[src/rtl/spectrum_peak_meter.sv]
// spectrum_peak_meter
//   Frame-based spectrum level meter. A prescaler produces a periodic
//   acquisition strobe that restarts the FFT frame. Incoming frequency samples
//   are binned into NUM_BANDS bands, and each band keeps the largest magnitude
//   seen in the current frame. At every frame boundary the per-band maxima are
//   snapshotted. The band levels are then updated one band per cycle,
//   according to the display mode latched at that boundary.
//
// Optional build macro:
//   PEAK_METER_IIR_EN - when defined, mode 2'b11 selects an IIR average
//                       (level - level/4 + snap/4). When undefined, mode 2'b11
//                       behaves as live mode and no averaging logic is built.
//
// Ports:
//   clk          system clock
//   reset        asynchronous active-high reset
//   sample_valid frequency sample strobe
//   sample_addr  frequency bin address; the top log2(NUM_BANDS) bits select the band
//   sample_data  unsigned frequency magnitude
//   mode         00 live, 01 peak-hold with decay, 10 freeze, 11 IIR/live
//   band_sel     band shown on level_out / led
//   start_acq    one-cycle frame strobe to the FFT start input
//   frame_done   one-cycle pulse when the band update sweep has completed
//   level_out    registered level of band_sel
//   led          registered thermometer bar of band_sel, LSB first
module spectrum_peak_meter #(
  parameter int PRESC_DIV    = 2500000,
  parameter int DATA_W       = 8,
  parameter int ADDR_W       = 10,
  parameter int NUM_BANDS    = 16,
  parameter int LED_W        = 16,
  parameter int DECAY_FRAMES = 2
) (
  input  logic                         clk,
  input  logic                         reset,
  input  logic                         sample_valid,
  input  logic [ADDR_W-1:0]            sample_addr,
  input  logic [DATA_W-1:0]            sample_data,
  input  logic [1:0]                   mode,
  input  logic [$clog2(NUM_BANDS)-1:0] band_sel,
  output logic                         start_acq,
  output logic                         frame_done,
  output logic [DATA_W-1:0]            level_out,
  output logic [LED_W-1:0]             led
);

  localparam int BAND_W = $clog2(NUM_BANDS);
  localparam int CNT_W  = $clog2(PRESC_DIV);
  localparam int DEC_W  = (DECAY_FRAMES > 1) ? $clog2(DECAY_FRAMES) : 1;
  localparam int LIT_W  = $clog2(LED_W + 1);
  localparam int PROD_W = DATA_W + LIT_W;

  typedef enum logic [1:0] {
    ST_ACCUM  = 2'd0,
    ST_UPDATE = 2'd1,
    ST_DONE   = 2'd2
  } state_t;

  genvar gi;

  // ---------------------------------------------------------------------------
  // Frame prescaler
  // ---------------------------------------------------------------------------
  logic [CNT_W-1:0] cnt_reg;
  logic             tick;

  assign tick = (cnt_reg == CNT_W'(PRESC_DIV - 1));

  always_ff @(posedge clk or posedge reset) begin
    if (reset) begin
      cnt_reg   <= '0;
      start_acq <= 1'b0;
    end else begin
      start_acq <= tick;
      cnt_reg   <= tick ? '0 : cnt_reg + 1'b1;
    end
  end

  // ---------------------------------------------------------------------------
  // Per-frame control latched at the frame boundary: the display mode, and
  // whether this frame's peak-hold pass applies a 1-LSB decay step.
  // ---------------------------------------------------------------------------
  logic [1:0]       mode_l_reg;
  logic [DEC_W-1:0] decay_cnt_reg;
  logic             decay_ok_reg;
  logic             decay_wrap;

  assign decay_wrap = (decay_cnt_reg == DEC_W'(DECAY_FRAMES - 1));

  always_ff @(posedge clk or posedge reset) begin
    if (reset) begin
      mode_l_reg    <= 2'b00;
      decay_cnt_reg <= '0;
      decay_ok_reg  <= 1'b0;
    end else if (tick) begin
      mode_l_reg    <= mode;
      decay_ok_reg  <= decay_wrap;
      decay_cnt_reg <= decay_wrap ? '0 : decay_cnt_reg + 1'b1;
    end
  end

  // ---------------------------------------------------------------------------
  // Update sequencer
  // ---------------------------------------------------------------------------
  state_t            state_reg, state_next;
  logic [BAND_W-1:0] idx_reg, idx_next;
  logic              frame_done_next;
  logic              update_en;

  always_ff @(posedge clk or posedge reset) begin
    if (reset) begin
      state_reg  <= ST_ACCUM;
      idx_reg    <= '0;
      frame_done <= 1'b0;
    end else begin
      state_reg  <= state_next;
      idx_reg    <= idx_next;
      frame_done <= frame_done_next;
    end
  end

  always_comb begin
    state_next      = state_reg;
    idx_next        = idx_reg;
    frame_done_next = 1'b0;
    update_en       = 1'b0;
    case (state_reg)
      ST_UPDATE: begin
        update_en = 1'b1;
        if (idx_reg == BAND_W'(NUM_BANDS - 1)) begin
          state_next = ST_DONE;
        end else begin
          idx_next = idx_reg + 1'b1;
        end
      end
      // The extra state registers frame_done one cycle after the last band
      // write. Its level is therefore already visible on level_out when the
      // pulse appears.
      ST_DONE: begin
        frame_done_next = 1'b1;
        state_next      = ST_ACCUM;
      end
      default: ;
    endcase
    // The frame boundary restarts the sweep whatever the current state.
    if (tick) begin
      state_next = ST_UPDATE;
      idx_next   = '0;
    end
  end

  // ---------------------------------------------------------------------------
  // Per-band accumulate / snapshot / level storage
  // ---------------------------------------------------------------------------
  logic [BAND_W-1:0] sample_band;
  logic [DATA_W-1:0] level_arr [NUM_BANDS];
  logic [DATA_W-1:0] snap_arr  [NUM_BANDS];
  logic [DATA_W-1:0] upd_level;
  logic              unused_addr_parity;

  assign sample_band = sample_addr[ADDR_W-1 -: BAND_W];
  // The low address bits only resolve bins within a band.
  assign unused_addr_parity = ^sample_addr;

  generate
    for (gi = 0; gi < NUM_BANDS; gi++) begin : g_band
      logic [DATA_W-1:0] frame_max_reg;
      logic [DATA_W-1:0] snap_reg;
      logic [DATA_W-1:0] level_reg;
      logic              hit;

      assign hit          = sample_valid && (sample_band == BAND_W'(gi));
      assign level_arr[gi] = level_reg;
      assign snap_arr[gi]  = snap_reg;

      always_ff @(posedge clk or posedge reset) begin
        if (reset) begin
          frame_max_reg <= '0;
          snap_reg      <= '0;
          level_reg     <= '0;
        end else begin
          if (tick) begin
            // A sample on the boundary edge seeds the new frame. It is never
            // part of the snapshot taken on that edge.
            snap_reg      <= frame_max_reg;
            frame_max_reg <= hit ? sample_data : '0;
          end else if (hit && (sample_data > frame_max_reg)) begin
            frame_max_reg <= sample_data;
          end
          if (update_en && (idx_reg == BAND_W'(gi))) begin
            level_reg <= upd_level;
          end
        end
      end
    end
  endgenerate

  // ---------------------------------------------------------------------------
  // Shared level-update datapath for the band being swept
  // ---------------------------------------------------------------------------
  logic [DATA_W-1:0] cur_level;
  logic [DATA_W-1:0] cur_snap;
  logic [DATA_W-1:0] decayed;

  assign cur_level = level_arr[idx_reg];
  assign cur_snap  = snap_arr[idx_reg];

  always_comb begin
    decayed = cur_level;
    if (decay_ok_reg && (cur_level != '0)) begin
      decayed = cur_level - DATA_W'(1);
    end
    upd_level = cur_snap;
    case (mode_l_reg)
      2'b01:   upd_level = (cur_snap > decayed) ? cur_snap : decayed;
      2'b10:   upd_level = cur_level;
`ifdef PEAK_METER_IIR_EN
      // level - level/4 + snap/4 cannot exceed full scale, so one guard bit
      // is enough and truncation back to DATA_W loses nothing.
      2'b11:   upd_level = DATA_W'({1'b0, cur_level}
                                   - (DATA_W + 1)'(cur_level >> 2)
                                   + (DATA_W + 1)'(cur_snap >> 2));
`endif
      default: upd_level = cur_snap;
    endcase
  end

  // ---------------------------------------------------------------------------
  // Display outputs
  // ---------------------------------------------------------------------------
  logic [DATA_W-1:0] sel_level;
  logic [LIT_W-1:0]  lit;
  logic [LED_W-1:0]  led_next;

  assign sel_level = level_arr[band_sel];
  assign lit       = LIT_W'((PROD_W'(sel_level) * PROD_W'(LED_W)) >> DATA_W);

  generate
    for (gi = 0; gi < LED_W; gi++) begin : g_led
      assign led_next[gi] = (LIT_W'(gi) < lit);
    end
  endgenerate

  always_ff @(posedge clk or posedge reset) begin
    if (reset) begin
      level_out <= '0;
      led       <= '0;
    end else begin
      level_out <= sel_level;
      led       <= led_next;
    end
  end

endmodule
[config.mk]
export PLATFORM = sky130hd
export DESIGN_NAME = spectrum_peak_meter
export DESIGN_NICKNAME = d
export VERILOG_FILES = /design/src/rtl/spectrum_peak_meter.sv
export SDC_FILE = /design/constraint.sdc
export NUM_CORES = 1
export LEC_CHECK = 0
export ABC_AREA = 1
export BUFFER_PORTS_ARGS = -buffer_cell sky130_fd_sc_hd__buf_4
export CAP_MARGIN = 15
export CELL_PAD_IN_SITES_DETAIL_PLACEMENT = 1
export CELL_PAD_IN_SITES_GLOBAL_PLACEMENT = 1
export CORE_ASPECT_RATIO = 0.5
export CORE_MARGIN = 4
export CORE_UTILIZATION = 51
export DETAILED_ROUTE_END_ITERATION = 10
export GPL_TIMING_DRIVEN = 0
export HOLD_SLACK_MARGIN = 0.15
export PLACE_DENSITY_LB_ADDON = 0.1
export SYNTH_ARGS = -nofsm -noshare
export SYNTH_HDL_FRONTEND = slang
export SYNTH_SLANG_ARGS = --single-unit
[constraint.sdc]
create_clock -name clk -period 20.6 [get_ports clk]
set_input_delay 2.06 -clock clk [delete_from_list [all_inputs] [get_ports clk]]
set_output_delay 2.06 -clock clk [all_outputs]
set_load 0.02 [all_outputs]
==> results.txt <==
Top Family by Delay on Critical Path = simple AND/OR/NAND/NOR gates
Synth async-reset ratio = 1.00
CTS root buffer = clkbuf_16
Power Total = 2.35 mW
Number of diodes = 0
Sequential element share of the synthesized area = 0.445
Crit path largest cell delay = 0.70 ns
WS Path Type = reg2reg
FP Rows = 56
Hold crit path type = reg2reg
Non-filler cells in the finished layout = 3,965
WL per Instance = 23.7 µm
Clock Path Buffers = 3
Critical path startpoint category = flop
Port bufs = 41
CTS Buf Count = 42
Placer Congestion = 0.940
Worst slew pin tran = 1.23 ns
Relative slew slack = 0.180
First-pass GRT wire length = 146,000 µm
Via count = 24,222
DIE HEIGHT = 164 µm
Post-synth top area share = 0.445
Initial core utilization = 0.522
Initial antenna violation count = 0
Final wirelength = 94,100 µm
CP max FO = 10
DRT antenna net count = 0
Register area = 0.0110 mm²
Post-synth top cells = nand2_1, dfrtp_1, o21ai_0
Total setup buffers inserted after CTS = 0
Final Net Count = 3,469
First-iteration detailed-routing DRC count = 2,392
RSZ-0062 raised after global routing = no
Worst EP arrival = 5.98 ns
Reg clk slew, reported paths = 0.07 ns
Slew Viols, Final = 0
Residual DRC count = 0
Top post-synthesis cells by area = dfrtp_1, nand2_1, o21ai_0, ha_1, nand3_1
Synth unique cells = 53
Max frequency = 182 MHz
Cell at the slowest stage of the critical path = a32oi_1
Endpoint type of the worst setup path = flop
CTS tree = done
Post-synthesis register bit count = 440
Placed Cells = 3,890
CP bufs+invs = 7
DR vias/cell = 6.11
Skew final = 0.0178 ns
DP HPWL = 67,000 µm
PwrDens = 85.9 mW/mm²
Footprint of the multi-input gates = 0.0115 mm²
CP required = 21.10 ns
Synthesized cell area = 0.0247 mm²
Status = completed
Final setup fails = 0
R2R setup slack = 15.12 ns
Setup_tns = 0 ns
Placed cell areas = 0.0260 mm²
Static Leak = 13.7 nW
Max-cap violations = 0
CTS resizes = 0
Synth Instances = 3,206
Tcrit/Tclk final = 0.266
Core area = 0.0474 mm²
Largest area contributor in the netlist = dfrtp_1
Critical-path cell list = buf_4, buf_4, buf_2, clkbuf_1, o21ai_0, o22ai_1, nand2_1, nand2_1, nor2_1, inv_1, ha_1, nand2_1, nor2_1, nand2_1, a32oi_1, inv_1, nand3_1, nand2_1, nand2_2, buf_2, nand3_1, nand2_1
Mean Syn Cell Area = 7.72 µm²
Fraction of layout cells with a size suffix above 1 = 0.0613
Most frequent cell after synthesis = nand2_1
Syn_nets = 3,378
Die area = 0.0523 mm²
Clock sink total = 440
Die width = 319 µm
Iteration count of the initial detailed-routing pass = 5
Pin count of the biggest net entering global routing = 114
GRT Util Overall = 0.360
H-tree lvl count = 2
Most Frequent Cell on Critical Path = nand2_1
Grt ovf = 0
I/O pins = 53
Vias in the first global route = 25,244
Minimum clock period = 5.48 ns
Final Cell Area = 0.0274 mm²
Layout fillers = 5,998
Post-synth EDFFs = 0
Synth Warn # = 0
Final hold vios = 0
Skew-Pair Late Insertion Delay = 0.57 ns
Main synth FF type = dfrtp_1
P&R area growth vs syn = 10.7%
Cts hold-fix bufs = 0
Maximum VDD drop = 0.0526 mV
==> through the flow <==
| step | util | setup WS [ns] | hold slack, ns |
|---|---|---|---|
| after CTS | 0.578 | 15.24 | 0.466 |
| after detailed placement | 0.548 | 15.16 | 0.461 |
| final | 0.578 | 15.12 | 0.468 |
| after global placement | 0.546 | 0.995 | 0.445 |
| after global routing | 0.578 | 14.64 | 0.482 |
| after floorplan | - | 6.28 | 0.421 |
==> final timing paths <==
check / startpoint / to / cells after the start
worst min-delay path: state_reg[0] / frame_done / 1
max in group asynchronous: reset / g_band[7].snap_reg[6] / 5
worst min register to register: state_reg[0] / frame_done / 1
min in group asynchronous: reset / g_band[15].level_reg[4] / 2
worst max register to register: idx_reg[1] / g_band[14].level_reg[6] / 22
worst max-delay path: idx_reg[1] / g_band[14].level_reg[6] / 22
==> power by group <==
group | switching, mW | internal [mW] | total, mW
clock network | 0.364 | 0.470 | 0.835
registers | 0.0366 | 0.972 | 1.01
logic | 0.346 | 0.164 | 0.510
total | 0.747 | 1.61 | 2.35
==> layout by cell type, fill, tap and decap left out, drive strengths merged, types with 9 or more instances in the layout <==
| cell type | netlist | routed |
|---|---|---|
| o221ai | 11 | 11 |
| nand4 | 12 | 12 |
| ha | 145 | 145 |
| nor2 | 195 | 195 |
| nand2 | 811 | 811 |
| clkbuf | 96 | 159 |
| nor3 | 19 | 19 |
| inv | 384 | 385 |
| o22ai | 33 | 33 |
| nand3 | 351 | 351 |
| o21ai | 421 | 421 |
| xor2 | 11 | 11 |
| o211ai | 38 | 38 |
| dfrtp | 440 | 440 |
| a21oi | 117 | 117 |
| a21boi | 9 | 9 |
| buf | 59 | 106 |
==> final cells by class <==
cell class,count,share of cell area
tap,638,0.0291
multi-input combinational,2225,0.420
clock inverter,11,0.00598
buffer,155,0.0282
sequential,440,0.402
timing repair buffer,47,0.0160
clock buffer,63,0.0457
inverter,386,0.0534
==> logic make-up after synthesis <==
kind of cell | Yosys count | synth area share
buffers and inverters | 541 | 0.0901
adders and majority gates | 145 | 0.0733
and+or+nand+nor | 1400 | 0.239
other | 1 | 0.000152
muxes | 2 | 0.000860
xor gates and xnor gates | 12 | 0.00425
DFF | 440 | 0.445
AOI/OAI and AO/OA | 665 | 0.148
==> layer usage <==
metal | GRT usage | routed length, µm
met5 | 0 | 0
met4 | 0.143 | 4020
met3 | 0.0614 | 7120
met2 | 0.593 | 43100
met1 | 0.479 | 39900
Power figures use the tool's default switching activity.
